### config.mk
export PLATFORM = sky130hd
export DESIGN_NAME = priority_decoder_3line
export DESIGN_NICKNAME = d
export VERILOG_FILES = /design/src/rtl/priority_decoder_3line.sv
export SDC_FILE = /design/constraint.sdc
export NUM_CORES = 1
export LEC_CHECK = 0
export ABC_AREA = 1
export CORE_UTILIZATION = 41
export CTS_CLUSTER_SIZE = 10
export DETAILED_ROUTE_END_ITERATION = 6
export PLACE_DENSITY = 0.77
export SYNTH_ARGS = -nofsm -noshare
export SYNTH_HDL_FRONTEND = slang
export SYNTH_SLANG_ARGS = --single-unit
### constraint.sdc
create_clock -name clk -period 1.9 [get_ports clk]
set_input_delay 0.38 -clock clk [delete_from_list [all_inputs] [get_ports clk]]
set_output_delay 0.38 -clock clk [all_outputs]
set_load 0.02 [all_outputs]
### src/rtl/priority_decoder_3line.sv
// Decodes an encoded line index into a one-hot vector through a 2-entry FIFO.
// Optional LINE_HIST_EN adds a sticky per-line history of popped entries.
module priority_decoder_3line #(
    parameter int N     = 3,
    parameter int IDX_W = 2
) (
    input  logic             clk,
    input  logic             rst,
    input  logic             in_valid,
    input  logic [IDX_W-1:0] in_idx,
    output logic             in_ready,
    output logic             out_valid,
    output logic [N-1:0]     out_onehot,
    input  logic             out_ready,
    input  logic             err_clr,
    output logic             err_oor,
`ifdef LINE_HIST_EN
    input  logic             hist_clr,
    output logic [N-1:0]     hist_mask,
`endif
    output logic [1:0]       level
);

    logic [N-1:0] mem [2];
    logic         wptr;
    logic         rptr;
    logic         push;
    logic         push_ok;
    logic         pop;
    logic         legal;
    logic [N-1:0] dec;

    assign in_ready   = (level < 2'd2);
    assign out_valid  = (level != 2'd0);
    assign out_onehot = out_valid ? mem[rptr] : '0;

    assign push    = in_valid & in_ready;
    assign legal   = ({1'b0, in_idx} < (IDX_W+1)'(N));
    assign push_ok = push & legal;
    assign pop     = out_valid & out_ready;

    always_comb begin
        dec = '0;
        for (int unsigned i = 0; i < N; i++) begin
            if (in_idx == IDX_W'(i))
                dec[i] = 1'b1;
        end
    end

    always_ff @(posedge clk or posedge rst) begin
        if (rst) begin
            for (int unsigned i = 0; i < 2; i++)
                mem[i] <= '0;
            wptr    <= 1'b0;
            rptr    <= 1'b0;
            level   <= 2'd0;
            err_oor <= 1'b0;
        end else begin
            if (push_ok) begin
                mem[wptr] <= dec;
                wptr      <= ~wptr;
            end
            if (pop)
                rptr <= ~rptr;
            case ({push_ok, pop})
                2'b10:   level <= level + 2'd1;
                2'b01:   level <= level - 2'd1;
                default: level <= level;
            endcase
            // Setting wins over clearing when both happen in one cycle.
            if (push && !legal)
                err_oor <= 1'b1;
            else if (err_clr)
                err_oor <= 1'b0;
        end
    end

`ifdef LINE_HIST_EN
    always_ff @(posedge clk or posedge rst) begin
        if (rst)
            hist_mask <= '0;
        else
            hist_mask <= (hist_clr ? '0 : hist_mask) | (pop ? out_onehot : '0);
    end
`endif

endmodule

# == Word level (Yosys, flattened, before mapping) ==
# Cells that the tools add are included.
# word_totals
register_bits,11
# op_classes
add_sub_neg,2
n_lt_le_gt_ge,5
eq_ne,4
mux,13
n_bitwise,7
reduce_logical,7
# op_table
cell,n
two-way mux 3 bit,5
bitwise mux 6 bit,1
nonzero test 2 bit,3
two-way mux 1 bit,5
"== test 2 x 1 -> 1 bit, second input constant",2
"== test 2 bit, second input constant",2
"greater-or-equal comparator 2 bit, second input constant",2
"< comparator 2 bit, second input constant",2
inverter 1 -> 2 bit,2
case mux 2 bit (2 select lines),1
bitwise AND 1 bit,3
demux 3 bit (select 1 bit),1
"adder 2 x 1 -> 2 bit, second input constant",1
logical AND 1 bit,2
zero test 2 bit,1
"< comparator 2 x 1 -> 1 bit, second input constant",1
inverter 1 bit,2
"subtractor 2 x 1 -> 2 bit, second input constant",1
zero test 1 bit,1

# == Longest topological paths before layout ==
# depth
word_depth,6
ltp_mapped,9

# == Worst setup path after synthesis ==
# OpenSTA, ideal clock, no wires.
# synth_timing
path_kind,reg-to-reg
start,reg level[1]
end,reg level[1]
setup_time_ns,0.118
arrival_ns,1.368
setup_slack_ns,0.414
stages_incl_launch_ff,8
path_buffers,0
period_less_slack_ns,1.486
path_cell_list,dfrtp_1 > nor2_1 > nor2_1 > ha_1 > inv_1 > nand3_1 > nand2_1 > nand2_1
# synth_via
elab_cells_between_ends,11
classes_between,add/sub: 2; order compare: 1; eq/ne: 2; mux: 1; bitwise: 3; reduce/logical: 2
# synth_lines
element,line,text
"start, declared",21,output logic [1:0] level
"start signal, assigned",66,2'b10: level <= level + 2'd1;
"start signal, assigned",67,2'b01: level <= level - 2'd1;
"start signal, assigned",68,default: level <= level;
nonzero test 2 bit (*),34,assign out_valid = (level != 2'd0);
bitwise AND 1 bit (*),40,assign pop = out_valid & out_ready;
via pop,29,logic pop;
== test 2 x 1 -> 1 bit / == test 2 bit (equally long branches),65,"case ({push_ok, pop})"
case mux 2 bit (2 select lines) / nonzero test 2 bit (equally long branches),n/a,
# Mark *: on every way through the listed nets, which the timed path passes. The rest lies on a longest branch.
# A chain may end at the register's enable or synchronous reset.

# == Worst setup path after layout ==
# layout_timing
start,reg level[1]
end,out level[1]
# No word-level cell between the ends.

==> results.md <==
* GRT Residual Overflow: 0
* Cell variety after synth: 12
* count of port buffers added during placement: 14
* max_cap viols: 0
* overall power: 1.22 mW
* antenna violations before repair: 0
* Critical path destination: level[1]
* clock transition time at the flip-flop clock pins of the worst setup and hold paths: 0.07 ns
* synthesized area per cell: 7.71 um2
* total number of vias: 512
* critical path launch point type: flip-flop
* average wire per cell in the routed design: 10.7 um
* endpoint of the lowest-slack register-to-register path: level[1]
* initial core utilization: 0.475
* mapped cell area: 563 um2
* status: finished clean
* ratio of cells with drive above 1 in the final layout: 0.0957
* core box area: 0.00119 mm2
* Area growth, synth to finish: 37.6%
* Setup Crit Path Kind: reg2out
* Layout Utilization: 0.653
* Multi-input gate area: 246 um2
* maximum resistive drop on vdd: 826 uV
* Synthesis Warnings: 0
* root cell of the clock tree: sky130_fd_sc_hd__clkbuf_4
* WP data required: 1.52 ns
* Synth Instances: 73
* Setup-failing EPs final: 0
* register cell area after layout: 275 um2
* number of standard-cell rows in the floorplan: 12
* cell type of the slowest stage on the worst timing path: sky130_fd_sc_hd__clkdlybuf4s50_1
* RSZ-0062 raised after global routing: no
* DRC violation count after routing: 0
* Layout fillers: 104
* power per unit of standard cell area: 1570 mW/mm2
* total wire length after detailed routing: 1.15 mm
* number of instances resized during post-cts repair: 6
* number of nets with antenna violations after detailed routing: 0
* cell count of the worst reg-to-reg path: 8
* n_diodes: 0
* max incr delay on CP: 0.60 ns
* Non-Filler Cell Area, Final: 774 um2
* startpoint of the most critical setup path: level[1]
* Final Max Slew Viols: 0
* Crit. End Element: primary output
* TritonCTS clock tree: done
* reg2reg setup slack: 0.43 ns
* count of final hold-check violations: 0
* final estimated routing congestion in global placement: 0.816
* cell area reported after detailed placement: 743 um2
* Highest Clock Rate: 0.559 GHz
* minimum setup slack in the final design: 0.110 ns
* number of global-route vias before repair: 457
* number of synthesized register bits: 11
* DRT Pass-1 Iters: 4
* biggest fanout along the worst timing path: 4
* final worst path period share: 0.942
* post-CTS setup buffer count: 0
* first-pass GRT wire length: 1.93 mm
* max_slew headroom: 0.728
* area of the die: 0.00153 mm2
* largest buffer count on any clock path: 2
* worst setup slack before clock tree synthesis: 0.0856 ns
* clock insertion delay at the later pin of the skew report: 0.27 ns
* RR Startpoint: level[1]
* # clock sinks: 11
* final setup skew: 0.00236 ns
* ordered cell list for the critical path: buf_4 -> clkdlybuf4s50_1
* data arrival time of the worst path: 1.41 ns
* overall die width: 39.1 um
* Die Y: 39.1 um
* Tmin final: 1.79 ns
* largest net degree at the start of global routing: 12
* leakage power of the design: 0.416 nW
* Num CTS Buffers: 3
* number of nets in the finished design: 103
* slew at the pin closest to its max-slew limit: 0.408 ns
* setup TNS: 0 ns
* hold-fix buffer count after cts: 0
* number of DRC violations after detailed-routing iteration 0: 20
* H-Tree Depth: 1
* global-route usage over all layers: 0.199
* via density per instance: 4.74
* number of nets produced by synthesis: 81
* hold crit path type: in2async
* hpwl dp: 834 um
* share of synthesized area occupied by flip-flops and latches: 0.489
* number of top-level pins: 15
[metrics by stage]
step | instances | hold WS (ns)
after CTS | 108 | 0.395
after floorplan | 73 | 0.232
after global placement | 104 | 0.459
after global routing | 108 | 0.432
final | 108 | 0.389
after detailed placement | 104 | 0.466
[Yosys cell counts, drive strengths merged]
cell / n / share of area
xnor2: 1 / 0.016
dfrtp: 11 / 0.49
ha: 1 / 0.022
a21oi: 3 / 0.027
nor2: 3 / 0.033
nand2: 28 / 0.19
o21ai: 2 / 0.018
inv: 13 / 0.087
nand4: 7 / 0.078
nand3: 4 / 0.044
[critical path: cells and delay by family, from the launching register on]
family / cells / cell delay, ns
DFF: 1 / 0.39
buffers and inverters: 2 / 0.75
[cell families after synthesis]
group                    share of synthesized area
AO/OA/AOI/OAI                               0.0444
XOR/XNOR                                    0.0156
adder cells (fa/ha/maj)                     0.0222
buffers and inverters                       0.0867
flip-flops                                   0.489
AND/OR/NAND/NOR                              0.342
[final cells by class]
cell class	instances	share of cell area
inverters	13	0.0630
clock buffers	4	0.0339
repair buffers	17	0.207
well taps	14	0.0226
multi-input cells	49	0.318
flip-flops and latches	11	0.355
[power breakdown]
group	switching [mW]	total, mW	internal [mW]
combinational	0.352	0.613	0.261
sequential	0.101	0.441	0.340
clock	0.0798	0.161	0.0813
[routing by layer]
metal / vias to the layer above / wire length [um] / track usage
li1: 278 / - / -
met1: 218 / 538 / 0.243
met2: 14 / 534 / 0.317
met3: 2 / 69 / 0.0867
met4: 0 / 9 / 0.0517
met5: - / 0 / 0
[sequential cells by signal (all words and copies together), names as in the netlist]
| signal | flops |
|---|---|
| err_oor | 1 |
| wptr | 1 |
| level | 2 |
| rptr | 1 |
| mem | 6 |
[worst min-delay path by stage]
stage	startpoint	endpoint	slack, ns
after floorplan	rst	err_oor	0.23
after global placement	mem[5]	mem[5]	0.46
after detailed placement	mem[3]	mem[3]	0.47
after CTS	rst	wptr	0.40
after global routing	rst	wptr	0.43
final	rst	wptr	0.39
[placed cells by master, fill, tap and decap left out]
cell,instances
sky130_fd_sc_hd__o21ai_0,2
sky130_fd_sc_hd__dfrtp_1,11
sky130_fd_sc_hd__clkdlybuf4s50_1,9
sky130_fd_sc_hd__a21oi_1,3
sky130_fd_sc_hd__dlymetal6s2s_1,1
sky130_fd_sc_hd__nor2_4,2
sky130_fd_sc_hd__clkbuf_4,3
sky130_fd_sc_hd__nand4_1,7
sky130_fd_sc_hd__ha_1,1
sky130_fd_sc_hd__nand3_2,1
sky130_fd_sc_hd__nand2_1,28
sky130_fd_sc_hd__inv_1,13
sky130_fd_sc_hd__dlygate4sd2_1,4
sky130_fd_sc_hd__xnor2_1,1
sky130_fd_sc_hd__nand3_1,3
sky130_fd_sc_hd__nor2_1,1
sky130_fd_sc_hd__buf_4,3
sky130_fd_sc_hd__clkbuf_1,1
No activity file was read; power rests on OpenSTA's default activity.
